**config.mk**
```make
export PLATFORM = sky130hd
export DESIGN_NAME = pc_redirect_ctrl_flat
export DESIGN_NICKNAME = d
export VERILOG_FILES = /design/src/rtl/pc_redirect_ctrl_pkg.sv /design/src/rtl/pc_redirect_ctrl_if.sv /design/src/rtl/pc_redirect_ctrl_target_sel.sv /design/src/rtl/pc_redirect_ctrl.sv /design/src/flat_wrapper.sv
export SDC_FILE = /design/constraint.sdc
export NUM_CORES = 1
export LEC_CHECK = 0
export CAP_MARGIN = 40
export CORE_ASPECT_RATIO = 2
export CORE_MARGIN = 1
export CORE_UTILIZATION = 45
export CTS_CLUSTER_DIAMETER = 50
export CTS_CLUSTER_SIZE = 16
export DETAILED_ROUTE_END_ITERATION = 10
export PLACE_DENSITY = 0.77
export SLEW_MARGIN = 20
export SYNTH_ARGS = -nofsm -noshare
export SYNTH_HDL_FRONTEND = slang
export SYNTH_SLANG_ARGS = --single-unit
```
**constraint.sdc**
```tcl
create_clock -name clk -period 6 [get_ports clk]
set_input_delay 1.8 -clock clk [delete_from_list [all_inputs] [get_ports clk]]
set_output_delay 1.8 -clock clk [all_outputs]
set_load 0.03 [all_outputs]
```
**src/rtl/pc_redirect_ctrl_pkg.sv**
```systemverilog
// pc_redirect_ctrl_pkg: shared state, redirect-source encodings and PC step for the fetch PC controller
package pc_ctrl_pkg;
   typedef enum logic [1:0] {BOOT = 2'd0, RUN = 2'd1, HALT = 2'd2} state_t;
   typedef enum logic [1:0] {SEQ = 2'd0, HOLD = 2'd1, ID_JMP = 2'd2, EX_BR = 2'd3} src_t;
   localparam logic [31:0] PC_STEP = 32'd4;
endpackage

```
**src/rtl/pc_redirect_ctrl_if.sv**
```systemverilog
// pc_redirect_ctrl_if: pipeline-side hazard/jump inputs and fetch/flush outputs of the PC controller
interface pc_redirect_ctrl_if #(parameter int unsigned CNT_W = 16);
   logic             imem_ready;
   logic             stall_ID;
   logic             jal_ID;
   logic             jalr_ID;
   logic [31:0]      target_ID;
   logic             B_JUMP_EX;
   logic [31:0]      target_EX;
   logic [31:0]      pc_IF;
   logic             fetch_valid;
   logic             stall_IF_ID;
   logic             flush_IF_ID;
   logic             flush_ID_EX;
   logic             misalign_err;
   logic [CNT_W-1:0] redirect_count;
   modport master (
      output imem_ready, stall_ID, jal_ID, jalr_ID, target_ID, B_JUMP_EX, target_EX,
      input  pc_IF, fetch_valid, stall_IF_ID, flush_IF_ID, flush_ID_EX, misalign_err, redirect_count
   );
   modport slave (
      input  imem_ready, stall_ID, jal_ID, jalr_ID, target_ID, B_JUMP_EX, target_EX,
      output pc_IF, fetch_valid, stall_IF_ID, flush_IF_ID, flush_ID_EX, misalign_err, redirect_count
   );
endinterface

```
**src/rtl/pc_redirect_ctrl_target_sel.sv**
```systemverilog
// pc_target_sel: per-cycle redirect arbitration, EX branch beats ID jump beats stall beats sequential
module pc_target_sel
   import pc_ctrl_pkg::*;
(
   input  logic        i_imem_ready,
   input  logic        i_stall_ID,
   input  logic        i_jal_ID,
   input  logic        i_jalr_ID,
   input  logic [31:0] i_target_ID,
   input  logic        i_B_JUMP_EX,
   input  logic [31:0] i_target_EX,
   output src_t        o_src,
   output logic [31:0] o_target,
   output logic        o_misalign
);
   always_comb begin
      o_src      = i_B_JUMP_EX ? EX_BR :
                   ((i_jal_ID | i_jalr_ID) & !i_stall_ID) ? ID_JMP :
                   (i_stall_ID | !i_imem_ready) ? HOLD : SEQ;
      o_target   = i_B_JUMP_EX ? i_target_EX : i_target_ID;
      o_misalign = (o_src == EX_BR || o_src == ID_JMP) && o_target[1:0] != 2'b00;
   end
endmodule

```
**src/rtl/pc_redirect_ctrl.sv**
```systemverilog
// pc_redirect_ctrl: fetch PC register, boot hold-off, redirect/stall/flush control and redirect counter
module pc_redirect_ctrl
   import pc_ctrl_pkg::*;
#(
   parameter logic [31:0] RESET_PC  = 32'h0000_0000,
   parameter int unsigned BOOT_WAIT = 2,
   parameter int unsigned CNT_W     = 16
) (
   input logic              clk,
   input logic              rst,
   pc_redirect_ctrl_if.slave bus
);
   state_t           r_state, w_next;
   src_t             w_src;
   logic [31:0]      r_pc, r_boot_cnt, w_target;
   logic [CNT_W-1:0] r_cnt;
   logic             r_mis, w_mis, w_run, w_redir, w_boot_done;
   pc_target_sel u_sel (
      .i_imem_ready (bus.imem_ready),
      .i_stall_ID   (bus.stall_ID),
      .i_jal_ID     (bus.jal_ID),
      .i_jalr_ID    (bus.jalr_ID),
      .i_target_ID  (bus.target_ID),
      .i_B_JUMP_EX  (bus.B_JUMP_EX),
      .i_target_EX  (bus.target_EX),
      .o_src        (w_src),
      .o_target     (w_target),
      .o_misalign   (w_mis)
   );
   assign w_run       = r_state == RUN;
   assign w_redir     = w_src == EX_BR || w_src == ID_JMP;
   assign w_boot_done = (r_boot_cnt + 32'd1) >= BOOT_WAIT;
   always_ff @(posedge clk) begin
      if (rst) r_state <= BOOT;
      else     r_state <= w_next;
   end
   always_comb begin
      w_next = (r_state == BOOT && w_boot_done) ? RUN :
               (w_run && w_redir && w_mis) ? HALT : r_state;
   end
   always_comb begin
      bus.fetch_valid = w_run;
      bus.stall_IF_ID = w_run && w_src == HOLD && bus.stall_ID;
      bus.flush_IF_ID = w_run && w_redir;
      bus.flush_ID_EX = w_run && w_src == EX_BR;
   end
   // A misaligned redirect still flushes but leaves the PC and counter untouched.
   always_ff @(posedge clk) begin
      if (rst) begin
         r_pc       <= RESET_PC;
         r_boot_cnt <= '0;
         r_mis      <= 1'b0;
         r_cnt      <= '0;
      end else begin
         if (r_state == BOOT) r_boot_cnt <= r_boot_cnt + 32'd1;
         if (w_run && w_redir && w_mis) r_mis <= 1'b1;
         if (w_run) r_pc <= (w_redir && !w_mis) ? w_target : (w_src == SEQ) ? r_pc + PC_STEP : r_pc;
         if (w_run && w_redir && !w_mis && r_cnt != '1) r_cnt <= r_cnt + CNT_W'(1);
      end
   end
   assign bus.pc_IF          = r_pc;
   assign bus.misalign_err   = r_mis;
   assign bus.redirect_count = r_cnt;
endmodule

```
**src/flat_wrapper.sv**
```systemverilog
// flat-port wrapper written by rule: the top's interface ports become plain ports
module pc_redirect_ctrl_flat import pc_ctrl_pkg::*;
#(
   parameter logic [31:0] RESET_PC  = 32'h0000_0000,
   parameter int unsigned BOOT_WAIT = 2,
   parameter int unsigned CNT_W     = 16
)
  (clk, rst, bus_imem_ready, bus_stall_ID, bus_jal_ID, bus_jalr_ID, bus_target_ID, bus_B_JUMP_EX, bus_target_EX, bus_pc_IF, bus_fetch_valid, bus_stall_IF_ID, bus_flush_IF_ID, bus_flush_ID_EX, bus_misalign_err, bus_redirect_count);
  pc_redirect_ctrl_if #(.CNT_W(CNT_W)) bus_i ();
  input logic clk;
  input logic rst;
  input wire logic [$bits(bus_i.imem_ready)-1:0] bus_imem_ready;
  input wire logic [$bits(bus_i.stall_ID)-1:0] bus_stall_ID;
  input wire logic [$bits(bus_i.jal_ID)-1:0] bus_jal_ID;
  input wire logic [$bits(bus_i.jalr_ID)-1:0] bus_jalr_ID;
  input wire logic [$bits(bus_i.target_ID)-1:0] bus_target_ID;
  input wire logic [$bits(bus_i.B_JUMP_EX)-1:0] bus_B_JUMP_EX;
  input wire logic [$bits(bus_i.target_EX)-1:0] bus_target_EX;
  output wire logic [$bits(bus_i.pc_IF)-1:0] bus_pc_IF;
  output wire logic [$bits(bus_i.fetch_valid)-1:0] bus_fetch_valid;
  output wire logic [$bits(bus_i.stall_IF_ID)-1:0] bus_stall_IF_ID;
  output wire logic [$bits(bus_i.flush_IF_ID)-1:0] bus_flush_IF_ID;
  output wire logic [$bits(bus_i.flush_ID_EX)-1:0] bus_flush_ID_EX;
  output wire logic [$bits(bus_i.misalign_err)-1:0] bus_misalign_err;
  output wire logic [$bits(bus_i.redirect_count)-1:0] bus_redirect_count;
  assign bus_i.imem_ready = bus_imem_ready;
  assign bus_i.stall_ID = bus_stall_ID;
  assign bus_i.jal_ID = bus_jal_ID;
  assign bus_i.jalr_ID = bus_jalr_ID;
  assign bus_i.target_ID = bus_target_ID;
  assign bus_i.B_JUMP_EX = bus_B_JUMP_EX;
  assign bus_i.target_EX = bus_target_EX;
  assign bus_pc_IF = bus_i.pc_IF;
  assign bus_fetch_valid = bus_i.fetch_valid;
  assign bus_stall_IF_ID = bus_i.stall_IF_ID;
  assign bus_flush_IF_ID = bus_i.flush_IF_ID;
  assign bus_flush_ID_EX = bus_i.flush_ID_EX;
  assign bus_misalign_err = bus_i.misalign_err;
  assign bus_redirect_count = bus_i.redirect_count;
  pc_redirect_ctrl #(.RESET_PC(RESET_PC), .BOOT_WAIT(BOOT_WAIT), .CNT_W(CNT_W)) u_core (.clk(clk), .rst(rst), .bus(bus_i));
endmodule
```
==> metrics list, run 1 <==
* Post-route DRC violation count: 0
- Via count of the routed design: between 5,000 and 6,000
* Maximum number of pins on one net before global-route repair: 34
* CTS-repair resized insts: 0
- Summed over its instances, the top area cell type makes up 33.05% of the synthesized netlist area.
- After synthesis, the most frequently instantiated cells are 106 x sky130_fd_sc_hd__nor2_1, 83 x sky130_fd_sc_hd__dfxtp_1, 63 x sky130_fd_sc_hd__nand2_1, 42 x sky130_fd_sc_hd__a21oi_1, 37 x sky130_fd_sc_hd__nor3_1.
* First-iteration detailed-routing DRC count: 343
- Once the floorplan was initialized, standard cells occupied between 40% and 50% of the core.
* Switch Pwr: 0.0004190 W
* Routability-driven placement congestion ratio: just over 0.9
- Counting along the longest clock path gives a buffer depth of 2.
- Max-Slew Margin vs Limit: between 40% and 50%
- In this run, placement finished with an instance count of 898.
- By area, the combinational part of the netlist is dominated by simple AND/OR/NAND/NOR gates.
* Ant diodes: 0
- The critical path is of the input pin to primary output type.
* Synthesis-stage register bit count: 83
- Number of enable flip-flop cells after synthesis: 0
- The number of nets in the synthesized netlist is 748.
- After floorplanning, the core was divided into 54 placement rows.
- Power density normalized to cell area: between 200 and 250 nW/um2
- Per report_power, the sequential group accounts for 40.9% of the total.
- Hold repair after CTS inserted 0 buffers.
* Syn Std Cell Area: 5027 um2
* Vertical die dimension: 151.5 um
- Cell with the most instances after synthesis: sky130_fd_sc_hd__nor2_1
- Number of antenna violations at the first check in global routing: 0
* Adder-cell share of the synthesized area: less than 1%
- Root buf cell: sky130_fd_sc_hd__clkbuf_16
* Critical-path maximum fanout: 4
- The setup check on the worst reg-to-reg path leaves a slack of 2950 ps.
* Setup bufs post-CTS: 0
* Final Max Slew Viols: 0
- Across the VDD grid, the largest voltage drop is ~0.19 mV.
- Setup violations remaining at the end of the flow were counted as 0.
- The die is approximately 77 um wide.
- Core Area: ~11,000 um2
- Area leader, netlist: sky130_fd_sc_hd__dfxtp_1
- Critical path endpoint category: primary output
- Clock transition at the registers of the reported paths: 60 ps
* Wire length of the first global-routing pass: 23,520 um
* Post-Synthesis Mean Instance Area: between 7 and 8 um2
* Unique masters post-synth: 57
* Estimated wirelength of the detail-placed design: 11,330 um
- Port Buffers: 123
- Final worst clock skew: 7.569 ps
* CP required: 4200 ps
- Pin slew with the least headroom to its limit: 868.3 ps
- Kind of path behind the tightest hold check: flip-flop to flip-flop
* Asr flop ratio synth: 0%
- Die Footprint: 11,620 um2
- Summing the areas of all compound-gate instances in the mapped netlist gives 15.31% of the synthesized area.
- For this design, the sink count on the clock tree is 83.
- For this design the static power due to leakage is 2.294 nW.
- Sequential cells were found to cover 33.05% of the synthesized design area.
* Crit share post-route: 90.31%
- Synthesis Warnings: 0
- The via count of the first global-routing pass is approximately 5,100.
- TritonCTS built the clock tree.
* Top area cells in the synthesized netlist: sky130_fd_sc_hd__dfxtp_1 33%, sky130_fd_sc_hd__nor2_1 7.9%, sky130_fd_sc_hd__xor2_1 6.1%
- I/O pin count: about 120
* Number of iterations in the first detailed-routing pass: 5
- For this run, the total global-route usage over all layers was measured as 25.48%.
- Result of the run: finished clean
* Area growth syn-to-layout: 32.16%
- Portion of total power attributed to the clock network: 39.2%
- Fraction of final layout cells with drive strength greater than 1: 5.935%
* Remaining number of nets flagged by the antenna check after routing: 0
* Period minus WS final: 5418 ps
- Of the total synthesized cell area, the portion taken by XOR and XNOR cells is 9.930%.
- Number of cells produced by synthesis: 673
- Routed wire length: 14,810 um
- Derived from the worst setup path, the maximum achievable clock frequency is 184.6 MHz.
* Drt wl/cell: 16.18 um
- Setup total negative slack on the finished layout was measured at 0 ps.
- Total clock buffers created by CTS: 9
* Final hold viol count: 0
- Among all flip-flop cells after synthesis, the most frequent one is sky130_fd_sc_hd__dfxtp_1.
* Fraction of power consumed by combinational cells: 20.0%
* Critical Path Start Type: input pin
* Deepest level of the CTS H-tree: 3
* Share of synthesized cell area in and, or, nand and nor gates: 30.16%
* Pint: 0.001039 W
- The tool flagged a number of max-cap violations equal to 0.
- Grt total ovfl: 0
* Finished Layout Cells: 915
* Share of synthesized area spent on multiplexers: 5.973%
* Vias per std cell: 5.800
- Crit path DAT: 3620 ps
* Switching share of power: between 20 and 30%
- In the final design database the tool counted 845 nets.
* Clock latency at the later pin of the worst-skew pair: 340 ps
- RSZ-0062 raised after global routing: false
-- worst paths after layout --
kind,start,end,cells past startpoint
hold reg to reg,u_core.bus.pc_IF[0]$_SDFFE_PP0P_,u_core.bus.pc_IF[0]$_SDFFE_PP0P_,1
setup / recovery,bus_stall_ID,bus_flush_IF_ID,5
setup reg to reg,u_core.r_boot_cnt[0]$_SDFFE_PP0P_,u_core.r_state[0]$_SDFFE_PP0P_,8
hold / removal,u_core.bus.pc_IF[0]$_SDFFE_PP0P_,u_core.bus.pc_IF[0]$_SDFFE_PP0P_,1
-- metrics by stage --
stage          instance area [um2]  hold slack, ps  utilization (%)  worst slack, ps   power, W
2_1_floorplan                 5027           453.9                -             1160  0.0007785
3_3_place_gp                  6296           443.2            57.88            579.4  0.0008874
3_5_place_dp                  6316           457.6            58.06            589.8  0.0008962
4_1_cts                       6629           472.4            60.94            576.5   0.001467
5_1_grt                       6644           492.7            61.08            469.5   0.001519
6_report                      6644           471.5            61.08            581.7   0.001458
-- state kept, by name, summed over array words and instances (netlist names) --
| register | flops |
|---|---|
| u_core.r_state | 2 |
| u_core.bus.pc_IF | 32 |
| u_core.r_boot_cnt | 32 |
| u_core.bus.redirect_count | 16 |
| u_core.bus.misalign_err | 1 |
-- kinds of logic after synthesis --
| kind of cell | after synthesis |
|---|---|
| AO/OA/AOI/OAI | 130 |
| multiplexers | 30 |
| XOR/XNOR | 57 |
| AND/OR/NAND/NOR | 312 |
| buffers and inverters | 57 |
| flip-flops | 83 |
| adder cells (fa/ha/maj) | 4 |
-- metal layers --
metal | wire length [um] | vias up | global-route usage, %
li1 | - | 2552 | -
met1 | 5169 | 2499 | 23.16
met2 | 8200 | 211 | 51.12
met3 | 832 | 45 | 4.431
met4 | 604 | 0 | 15.48
met5 | 0 | - | 0
-- power by group through the flow --
stage / clock [W] / combinational (W) / sequential [W]
2_1_floorplan: 0 / 0.000167 / 0.000611
3_3_place_gp: 0 / 0.000281 / 0.000607
3_5_place_dp: 0 / 0.000288 / 0.000608
4_1_cts: 0.000582 / 0.000290 / 0.000596
5_1_grt: 0.000602 / 0.000318 / 0.000599
6_report: 0.000571 / 0.000291 / 0.000596
-- final cells by class --
cell class	count	area [um2]
clock buffer	10	239.0
tap	140	175.2
multi-input combinational	533	3144
clock inverter	6	73.82
timing repair buffer	132	1309
fill	961	4234
inverter	11	41.29
sequential	83	1662
-- critical path, stage by stage --
cell and delay [ps]:
sky130_fd_sc_hd__clkdlybuf4s50_1 540, sky130_fd_sc_hd__o21ba_2 210, sky130_fd_sc_hd__o21ai_1 370, sky130_fd_sc_hd__inv_1 90, sky130_fd_sc_hd__clkdlybuf4s50_1 610
-- placed cells by master (no fill, tap or decap), types with 3 or more instances in the layout --
cell and instances:
sky130_fd_sc_hd__and4_1 3, sky130_fd_sc_hd__ha_1 4, sky130_fd_sc_hd__inv_1 10, sky130_fd_sc_hd__a21oi_1 42, sky130_fd_sc_hd__or2_2 3, sky130_fd_sc_hd__nand3_1 30
sky130_fd_sc_hd__nand4_1 24, sky130_fd_sc_hd__o211ai_1 3, sky130_fd_sc_hd__nor4_1 3, sky130_fd_sc_hd__o21ai_0 32, sky130_fd_sc_hd__clkbuf_16 9, sky130_fd_sc_hd__nand2_1 63
sky130_fd_sc_hd__a22oi_1 6, sky130_fd_sc_hd__and2_1 8, sky130_fd_sc_hd__or3_1 6, sky130_fd_sc_hd__a31oi_1 10, sky130_fd_sc_hd__o22ai_1 7, sky130_fd_sc_hd__xnor2_1 22
sky130_fd_sc_hd__nor2b_1 3, sky130_fd_sc_hd__nor3_1 37, sky130_fd_sc_hd__xor2_1 35, sky130_fd_sc_hd__dfxtp_1 83, sky130_fd_sc_hd__buf_4 7, sky130_fd_sc_hd__and3_1 7
sky130_fd_sc_hd__a211oi_1 6, sky130_fd_sc_hd__nor2_1 105, sky130_fd_sc_hd__a21o_1 3, sky130_fd_sc_hd__mux2i_1 30, sky130_fd_sc_hd__o21ai_1 7, sky130_fd_sc_hd__clkdlybuf4s50_1 121
Power figures use the tool's default switching activity.
==> run 2: changes to the inputs <==
CTS_BUF_LIST = sky130_fd_sc_hd__clkbuf_4 sky130_fd_sc_hd__clkbuf_8 sky130_fd_sc_hd__clkbuf_16   (was not set)
==> results of run 2 <==
No change in the layout: final DEF, timing and power equal those of run 1.
==> run 3: changes to the inputs <==
REMOVE_ABC_BUFFERS = 1   (was not set)
==> metrics list, run 3 (synthesized netlist as in run 1, its figures left out) <==
* Result of the run: finished clean
- In this run, post-CTS hold repair placed 0 buffers.
- Crit path DAT: 3440 ps
- Drt wl/cell: about 16 um
* Setup bufs post-CTS: 0
* Aggregate negative setup slack: 0 ps
* Worst setup path start: bus_jalr_ID
* Kind of path behind the tightest hold check: flip-flop to flip-flop
- Detailed-routed wire length on met2: between 7000 and 8000 um
- First-iteration detailed-routing DRC count: between 300 and 400
* Remaining number of nets flagged by the antenna check after routing: 0
* CTS-repair resized insts: 0
- Clock latency at the later pin of the worst-skew pair: 340 ps
- Registers are responsible for ~40% of the overall power.
- Portion of total power attributed to the clock network: 40.3%
- Cell Rows: 54
- The setup check on the worst reg-to-reg path leaves a slack of 2950 ps.
- Total track usage: 24.59%
* Critical path endpoint category: primary output
- The number of failing hold endpoints at the final stage was 0.
* CTS tree: done
- Counting the fill cells in the layout gives 963.
- Number of iterations in the first detailed-routing pass: 5
- Via count of the routed design: 5,230
- Die Footprint: 11,620 um2
- Number of global-route vias before repair: 4,949
- Deepest level of the CTS H-tree: 3
- Final setup viols: 0
- Grt total ovfl: 0
* I/O pin count: between 100 and 150
* Final Max Slew Viols: 0
- Cell depth of the worst flop-to-flop path: 8
- # Max-Cap Violations: 0
- At the worst endpoint, the required time is 4200 ps.
* Critical-path maximum fanout: 4
* F_max: 190.7 MHz
- Clock transition at the registers of the reported paths: roughly 60 ps
* Power after layout: 0.001491 W
- The longest clock path from root to sink contains 2 buffers.
- Vertical die dimension: 151.5 um
- Period minus WS final: 5244 ps
- Reg-to-reg startpoint: u_core.r_boot_cnt[0]$_SDFFE_PP0P_
* Root buf cell: sky130_fd_sc_hd__clkbuf_16
* Width of the die: between 70 and 80 um
- Most frequent standard cell in the layout excluding fill and tap cells: sky130_fd_sc_hd__clkdlybuf4s50_1
* Metal1 wirelength: 5234 um
- Fraction of final layout cells with drive strength greater than 1: about 5.8%
* Estimated wirelength of the detail-placed design: 10,620 um
* Pint: 0.001089 W
- Traced cell by cell, the critical path runs through clkdlybuf4s50_1, o21ba_2, o21ai_1, inv_1, clkdlybuf4s50_1.
* Post-layout util: 61.13%
- Total clock buffers created by CTS: 9
* Max-Slew Margin vs Limit: 45.31%
- For this run, the slowest stage of the critical path takes 600 ps.
* Pin slew with the least headroom to its limit: 814.0 ps
- The worst setup path is launched from an input pin.
* Fraction of power consumed by combinational cells: 19.7%
* Wire length of the first global-routing pass: 23,020 um
- Final Net Count: 845
- Switching share of power: a little over a quarter
* Initial core utilization: around 46%
- Routed signal wires occupy layers up through met4.
* Most prevalent standard cell on the critical path: sky130_fd_sc_hd__clkdlybuf4s50_1
* Peak supply drop: 0.1736 mV
* Crit share post-route: 87.40%
- The most critical setup path has its endpoint at bus_flush_IF_ID.
- Final worst clock skew: 8.198 ps
- Leakage power of the design: 2.306 nW
* Number of antenna violations at the first check in global routing: 0
* Maximum number of pins on one net before global-route repair: 45
- Port Buffers: ~120
* Core Area: 10,880 um2
- Detailed routing placed a total of 769 um of wire on met3.
* Switch Pwr: 0.0004021 W
- Vias per std cell: 5.722
- Compared with the post-synthesis result, the final layout area differs by 32.28%.
* CTS Sinks: 83
- Ant diodes: 0
- Most used cells in the layout excluding fill and tap cells: 121 x sky130_fd_sc_hd__clkdlybuf4s50_1, 105 x sky130_fd_sc_hd__nor2_1, 83 x sky130_fd_sc_hd__dfxtp_1
- Endpoint of the most critical register-to-register path: u_core.r_state[0]$_SDFFE_PP0P_
- The setup path with the least slack is of type input pin to primary output.
- Power density normalized to cell area: 224.2 nW/um2
- Routability-driven placement congestion ratio: 0.8658
* Post-route DRC violation count: 0
- The slowest stage of the critical path is the sky130_fd_sc_hd__clkdlybuf4s50_1 cell.
- After detailed routing, the total wire length is 14,170 um.
- RSZ-0062 raised after global routing: false
## run 3: layout make-up
class                      instances  area, um2  area share [%]
clock inverter                     4      73.82           1.110
multi-input combinational        533       3144           47.28
sequential                        83       1662           24.99
tap                              140      175.2           2.634
inverter                          11      41.29          0.6209
clock buffer                      11      252.7           3.801
timing repair buffer             132       1301           19.57
## run 3: power groups by stage
stage	Sequential [W]	Combinational (W)	Clock, W
after floorplan	0.000613	0.000144	0
after global placement	0.000605	0.000279	0
after CTS	0.000596	0.000287	0.000614
final	0.000596	0.000293	0.000601
after global routing	0.000599	0.000318	0.000641
after detailed placement	0.000608	0.000285	0
## run 3: routing by layer
metal	up-vias	track usage (%)
met5	-	0
met4	0	11.83
met3	36	4.012
met2	202	48.48
met1	2434	24.41
li1	2558	-
## run 3: worst min-delay path by stage
stage / from / end / slack (ps) / depth (start not counted)
CTS: u_core.bus.pc_IF[0]$_SDFFE_PP0P_ / u_core.bus.pc_IF[0]$_SDFFE_PP0P_ / 470 / 1
global route: u_core.bus.pc_IF[0]$_SDFFE_PP0P_ / u_core.bus.pc_IF[0]$_SDFFE_PP0P_ / 490 / 1
detailed placement: u_core.bus.pc_IF[0]$_SDFFE_PP0P_ / u_core.bus.pc_IF[0]$_SDFFE_PP0P_ / 450 / 1
finish: u_core.bus.pc_IF[0]$_SDFFE_PP0P_ / u_core.bus.pc_IF[0]$_SDFFE_PP0P_ / 470 / 1
global placement: u_core.bus.pc_IF[1]$_SDFFE_PP0P_ / u_core.bus.pc_IF[1]$_SDFFE_PP0P_ / 450 / 1
floorplan: u_core.r_state[1]$_SDFFE_PP0P_ / u_core.r_state[1]$_SDFFE_PP0P_ / 450 / 2
## run 3: metrics by stage
stage | worst slack [ps] | hold slack (ps) | cells | instance area, um2
global route | 668.4 | 492.1 | 914 | 6650
global placement | 758.2 | 447.2 | 897 | 6296
floorplan | 1669 | 447.5 | 627 | 4838
CTS | 744.9 | 472.2 | 912 | 6623
detailed placement | 754.2 | 454.1 | 897 | 6296
finish | 756.3 | 469.6 | 914 | 6650
## run 3: worst max-delay path, delay by kind of cell
| kind | cells | cell delay, ps |
|---|---|---|
| compound gates | 2 | 520 |
| buf+inv | 3 | 1120 |
